[src/rtl/hsk_skid_pipe.sv]
// Valid/ready pipeline of DEPTH cascaded skid-buffer stages; every output comes straight from a register.
// Optional occupancy counter port is enabled by defining HSK_SKID_PIPE_OCC_EN.
module hsk_skid_pipe #(
    parameter int WORD_WIDTH = 32,
    parameter int DEPTH      = 2
) (
    input  logic                  clk,
    input  logic                  rst,
    input  logic                  up_valid,
    input  logic [WORD_WIDTH-1:0] up_data,
    output logic                  up_ready,
    output logic                  down_valid,
    output logic [WORD_WIDTH-1:0] down_data,
    input  logic                  down_ready
`ifdef HSK_SKID_PIPE_OCC_EN
    ,
    output logic [$clog2(2*DEPTH+1)-1:0] occupancy
`endif
);

    // Handshake: a transfer happens on an interface when valid and ready are both
    // high at a rising clk edge; a producer holds its data until that edge.
    typedef enum logic [1:0] {
        ST_EMPTY = 2'd0,
        ST_BUSY  = 2'd1,
        ST_FULL  = 2'd2
    } stage_state_e;

    stage_state_e          r_state     [DEPTH];
    stage_state_e          w_state_nxt [DEPTH];
    logic [WORD_WIDTH-1:0] r_main      [DEPTH];
    logic [WORD_WIDTH-1:0] r_skid      [DEPTH];
    logic [WORD_WIDTH-1:0] w_main_nxt  [DEPTH];
    logic [WORD_WIDTH-1:0] w_skid_nxt  [DEPTH];
    logic [WORD_WIDTH-1:0] w_in_data   [DEPTH];
    logic [DEPTH-1:0]      w_in_valid;
    logic [DEPTH-1:0]      w_in_ready;
    logic [DEPTH-1:0]      w_out_valid;
    logic [DEPTH-1:0]      w_out_ready;
    logic [DEPTH-1:0]      w_in_xfer;
    logic [DEPTH-1:0]      w_out_xfer;
    logic                  r_up_en;

    // Stage interconnect: every ready/valid here is a decode of a state register.
    always_comb begin
        w_in_valid  = '0;
        w_in_ready  = '0;
        w_out_valid = '0;
        w_out_ready = '0;
        for (int k = 0; k < DEPTH; k++) begin
            w_in_data[k]   = '0;
            w_in_ready[k]  = (r_state[k] != ST_FULL);
            w_out_valid[k] = (r_state[k] != ST_EMPTY);
        end
        w_in_valid[0] = up_valid & r_up_en;
        w_in_data[0]  = up_data;
        for (int k = 1; k < DEPTH; k++) begin
            w_in_valid[k] = w_out_valid[k-1];
            w_in_data[k]  = r_main[k-1];
        end
        for (int k = 0; k < DEPTH - 1; k++) begin
            w_out_ready[k] = w_in_ready[k+1];
        end
        w_out_ready[DEPTH-1] = down_ready;
        w_in_xfer  = w_in_valid & w_in_ready;
        w_out_xfer = w_out_valid & w_out_ready;
    end

    always_comb begin
        for (int k = 0; k < DEPTH; k++) begin
            w_state_nxt[k] = r_state[k];
            w_main_nxt[k]  = r_main[k];
            w_skid_nxt[k]  = r_skid[k];
            case (r_state[k])
                ST_EMPTY: begin
                    if (w_in_xfer[k]) begin
                        w_state_nxt[k] = ST_BUSY;
                        w_main_nxt[k]  = w_in_data[k];
                    end
                end
                ST_BUSY: begin
                    if (w_in_xfer[k] && w_out_xfer[k]) begin
                        w_main_nxt[k] = w_in_data[k];
                    end else if (w_in_xfer[k]) begin
                        w_state_nxt[k] = ST_FULL;
                        w_skid_nxt[k]  = w_in_data[k];
                    end else if (w_out_xfer[k]) begin
                        w_state_nxt[k] = ST_EMPTY;
                    end
                end
                ST_FULL: begin
                    // in_ready is low here, so only a drain can happen.
                    if (w_out_xfer[k]) begin
                        w_state_nxt[k] = ST_BUSY;
                        w_main_nxt[k]  = r_skid[k];
                    end
                end
                default: w_state_nxt[k] = ST_EMPTY;
            endcase
        end
    end

    always_ff @(posedge clk or posedge rst) begin
        if (rst) begin
            r_up_en <= 1'b0;
            for (int k = 0; k < DEPTH; k++) begin
                r_state[k] <= ST_EMPTY;
                r_main[k]  <= '0;
                r_skid[k]  <= '0;
            end
        end else begin
            r_up_en <= 1'b1;
            for (int k = 0; k < DEPTH; k++) begin
                r_state[k] <= w_state_nxt[k];
                r_main[k]  <= w_main_nxt[k];
                r_skid[k]  <= w_skid_nxt[k];
            end
        end
    end

    // r_up_en keeps up_ready low until the first edge after reset releases.
    assign up_ready   = r_up_en & w_in_ready[0];
    assign down_valid = w_out_valid[DEPTH-1];
    assign down_data  = r_main[DEPTH-1];

`ifdef HSK_SKID_PIPE_OCC_EN
    logic [$clog2(2*DEPTH+1)-1:0] r_occ;

    always_ff @(posedge clk or posedge rst) begin
        if (rst) begin
            r_occ <= '0;
        end else if (w_in_xfer[0] && !w_out_xfer[DEPTH-1]) begin
            r_occ <= r_occ + 1'b1;
        end else if (!w_in_xfer[0] && w_out_xfer[DEPTH-1]) begin
            r_occ <= r_occ - 1'b1;
        end
    end

    assign occupancy = r_occ;
`endif

endmodule

[config.mk]
export PLATFORM = sky130hd
export DESIGN_NAME = hsk_skid_pipe
export DESIGN_NICKNAME = d
export VERILOG_FILES = /design/src/rtl/hsk_skid_pipe.sv
export SDC_FILE = /design/constraint.sdc
export NUM_CORES = 1
export LEC_CHECK = 0
export CAP_MARGIN = 20
export CORE_MARGIN = 5
export CORE_UTILIZATION = 60
export DETAILED_ROUTE_END_ITERATION = 10
export GPL_TIMING_DRIVEN = 1
export PLACE_DENSITY = 0.85
export SYNTH_ARGS = -nofsm -noshare
export SYNTH_HDL_FRONTEND = slang
export SYNTH_SLANG_ARGS = --single-unit
[constraint.sdc]
create_clock -name clk -period 7.4 [get_ports clk]
set_clock_uncertainty 0.2 [all_clocks]
set_input_delay 1.48 -clock clk [delete_from_list [all_inputs] [get_ports clk]]
set_output_delay 1.48 -clock clk [all_outputs]
set_load 0.05 [all_outputs]
==> out/metrics.cfg <==
[status]
status = finished, final reports clean

[synth]
ys_seq_area_share_pct = 54.68
synthArstFlopShare_pct = 100.0
synthFlopType = dfrtp_1
ys_ff_latch = 133
ys_warn_count = 0
syn_avg_cell_area_um2 = 12.71
syn_area_um2 = 6087
ys_types = 29
syn_inst = 479
syn_nets = 515
synth-edff-count = 0

[worst_setup_path]
worstReg2RegStart = r_state[1]
end_kind = primary output
required_ps = 5720
slowest_stage = clkdlybuf4s50_1
critPathKind = reg -> out
reg2reg_slack_ps = 4240
rr_worst_depth = 3
cp-start-kind = flip-flop
cp_max_fo = 33
critPathArrivalTime_ps = 2800
crit_chain = nand2b_2 > and2_1 > clkdlybuf4s50_1
reg2reg_to = r_skid[52]
max_stage_delay_ps = 800

[timing]
max_slew_margin_pct = 34.14
rsz0062_at_grt = false
finalCritPeriodShare_pct = 60.58
min_period_ps = 4483
setup_ws_ps = 2917
worst_pin_slew_ps = 984.7
timing.fmax_mhz = 223.1
tns_ps = 0
maxSlewViolCount = 0
report.final.hold_viol_count = 0
setup_viol = 0

[min_path]
hp-class = reg -> reg
holdPathStages = 1
min_delay_worst_endpoint = r_skid[56]
worstHoldStart = r_skid[56]

[detailed_routing]
wl_per_cell_um = 19.55
drc = 0
routed-via-count = 3756
vias_per_cell = 5.708
drt-total-wl_um = 12870
first_iter_violations = 215
drtPass1Iterations = 4
drtAntennaViolNets = 0

[die]
start_util_pct = 61.99
num_rows = 36
io_pins = 70
dieArea_um2 = 12260
die_y_um = 110.7
core_area_um2 = 9819
die_width_um = 110.7

[cts]
clkLatencyLatePin_ps = 520
path_clk_slew_ps = 60
cts_setup_buffers = 0
cts_tree = done
clock_sinks = 133
cts_buffers = 17
cts_buffer_depth = 2
cts.repair.resized = 0
hold_buffers = 0
h-tree-depth = 4
cts_root_buf = clkbuf_8

[global_routing]
antenna_found_initial = 0
grt_pass1_wl_um = 20960
grt_pass1_vias = 4186
grt_max_degree = 81
grt_usage_pct = 21.54
grt-ovfl-total = 0

[cells_and_area]
drive_gt1_share_pct = 32.38
n_antenna_cell = 0
area_growth_syn_to_layout_pct = 18.56
fin_area_um2 = 7217
n_fill_cell = 595
layout_common_cells = 133 x dfrtp_1, 95 x mux2_2, 69 x clkdlybuf4s50_1
final_common_cell = dfrtp_1
fin_nets = 548
instances_no_fill = 658

[run]
maxCapViolations = 0

[place]
placed_area_um2 = 6581
place_hpwl_um = 7493
dp_cells = 625
finalWeightedCongestion = 0.7490
io_buffers = 69
post-place-ws_ps = 3143

[power_and_ir_drop]
p_leak_nw = 3.185
cellPowerDensity_nw_per_um2 = 443.4
vdd_drop_max_mv = 0.2509
p_total_mw = 3.200

cell type report:
cell class	instances	area (um^2)	share of cell area (%)
Tap cell	133	166.4	2.306
Timing Repair Buffer	75	750.7	10.40
Clock inverter	10	177.7	2.462
Clock buffer	22	442.9	6.137
Sequential cell	133	3328	46.12
Inverter	1	8.758	0.1214
Multi-Input combinational cell	284	2342	32.45
metrics by stage:
stage / hold slack, ps / util (%)
floorplan: 254.1 / -
global placement: 266.1 / 66.87
detailed placement: 289.0 / 67.02
CTS: 300.8 / 73.34
global route: 306.5 / 73.50
finish: 292.9 / 73.50
how the worst max path moves through the flow:
stage,from,cells after the start,endpoint
6_report,r_state[2],3,up_ready
5_1_grt,r_state[2],3,up_ready
4_1_cts,r_state[2],3,up_ready
3_5_place_dp,up_valid,5,r_main[44]
3_3_place_gp,up_valid,5,r_main[44]
2_1_floorplan,rst,1,down_data[0]
cells by family (layout without fill, tap and decap cells):
| logic type | count (synthesis) | after routing | share of synthesized area, % |
|---|---|---|---|
| AO/OA/AOI/OAI | 40 | 40 | 4.707 |
| flip-flops | 133 | 133 | 54.68 |
| XOR/XNOR | 1 | 1 | 0.1439 |
| other | 1 | 1 | 0.06161 |
| buffers and inverters | 62 | 108 | 7.174 |
| multiplexers | 128 | 128 | 25.53 |
| AND/OR/NAND/NOR | 114 | 114 | 7.708 |
sequential cells by signal, summed over array words and instances, names as in the netlist:
name       count
r_up_en        1
r_main        32
down_data     32
r_state        4
r_skid        64
critical path: cells and delay by family (launching register included):
family,cells,cell delay (ps)
AND/OR/NAND/NOR,2,1020
buffers and inverters,1,800
flip-flops,1,450
cells in the mapped netlist, types with 2 or more instances:
cell type / count / share of area, %
a21oi_1: 2 / 0.16
a31oi_1: 32 / 3.3
buf_2: 13 / 1.1
buf_4: 34 / 4.2
buf_6: 8 / 1.5
clkbuf_1: 5 / 0.31
dfrtp_1: 133 / 55
mux2_1: 3 / 0.55
mux2_2: 95 / 18
mux2_4: 30 / 7.4
nand2_1: 66 / 4.1
nand2b_1: 3 / 0.31
nor2_1: 35 / 2.2
nor2b_1: 3 / 0.31
o21ai_0: 2 / 0.16
o31ai_4: 2 / 0.70
power by group:
| part | internal [mW] | total [mW] | switching (mW) |
|---|---|---|---|
| clock network | 0.588 | 0.895 | 0.307 |
| registers | 1.02 | 1.22 | 0.195 |
| logic | 0.461 | 1.09 | 0.625 |
metal layers:
layer | vias up | track usage (%) | share of wire [%]
li1 | 1686 | - | -
met4 | 0 | 9.360 | 2.7
met3 | 29 | 5.895 | 4.8
met1 | 1937 | 24.61 | 39
met2 | 104 | 37.82 | 53
met5 | - | 0 | 0
No activity file was read; power rests on OpenSTA's default activity.
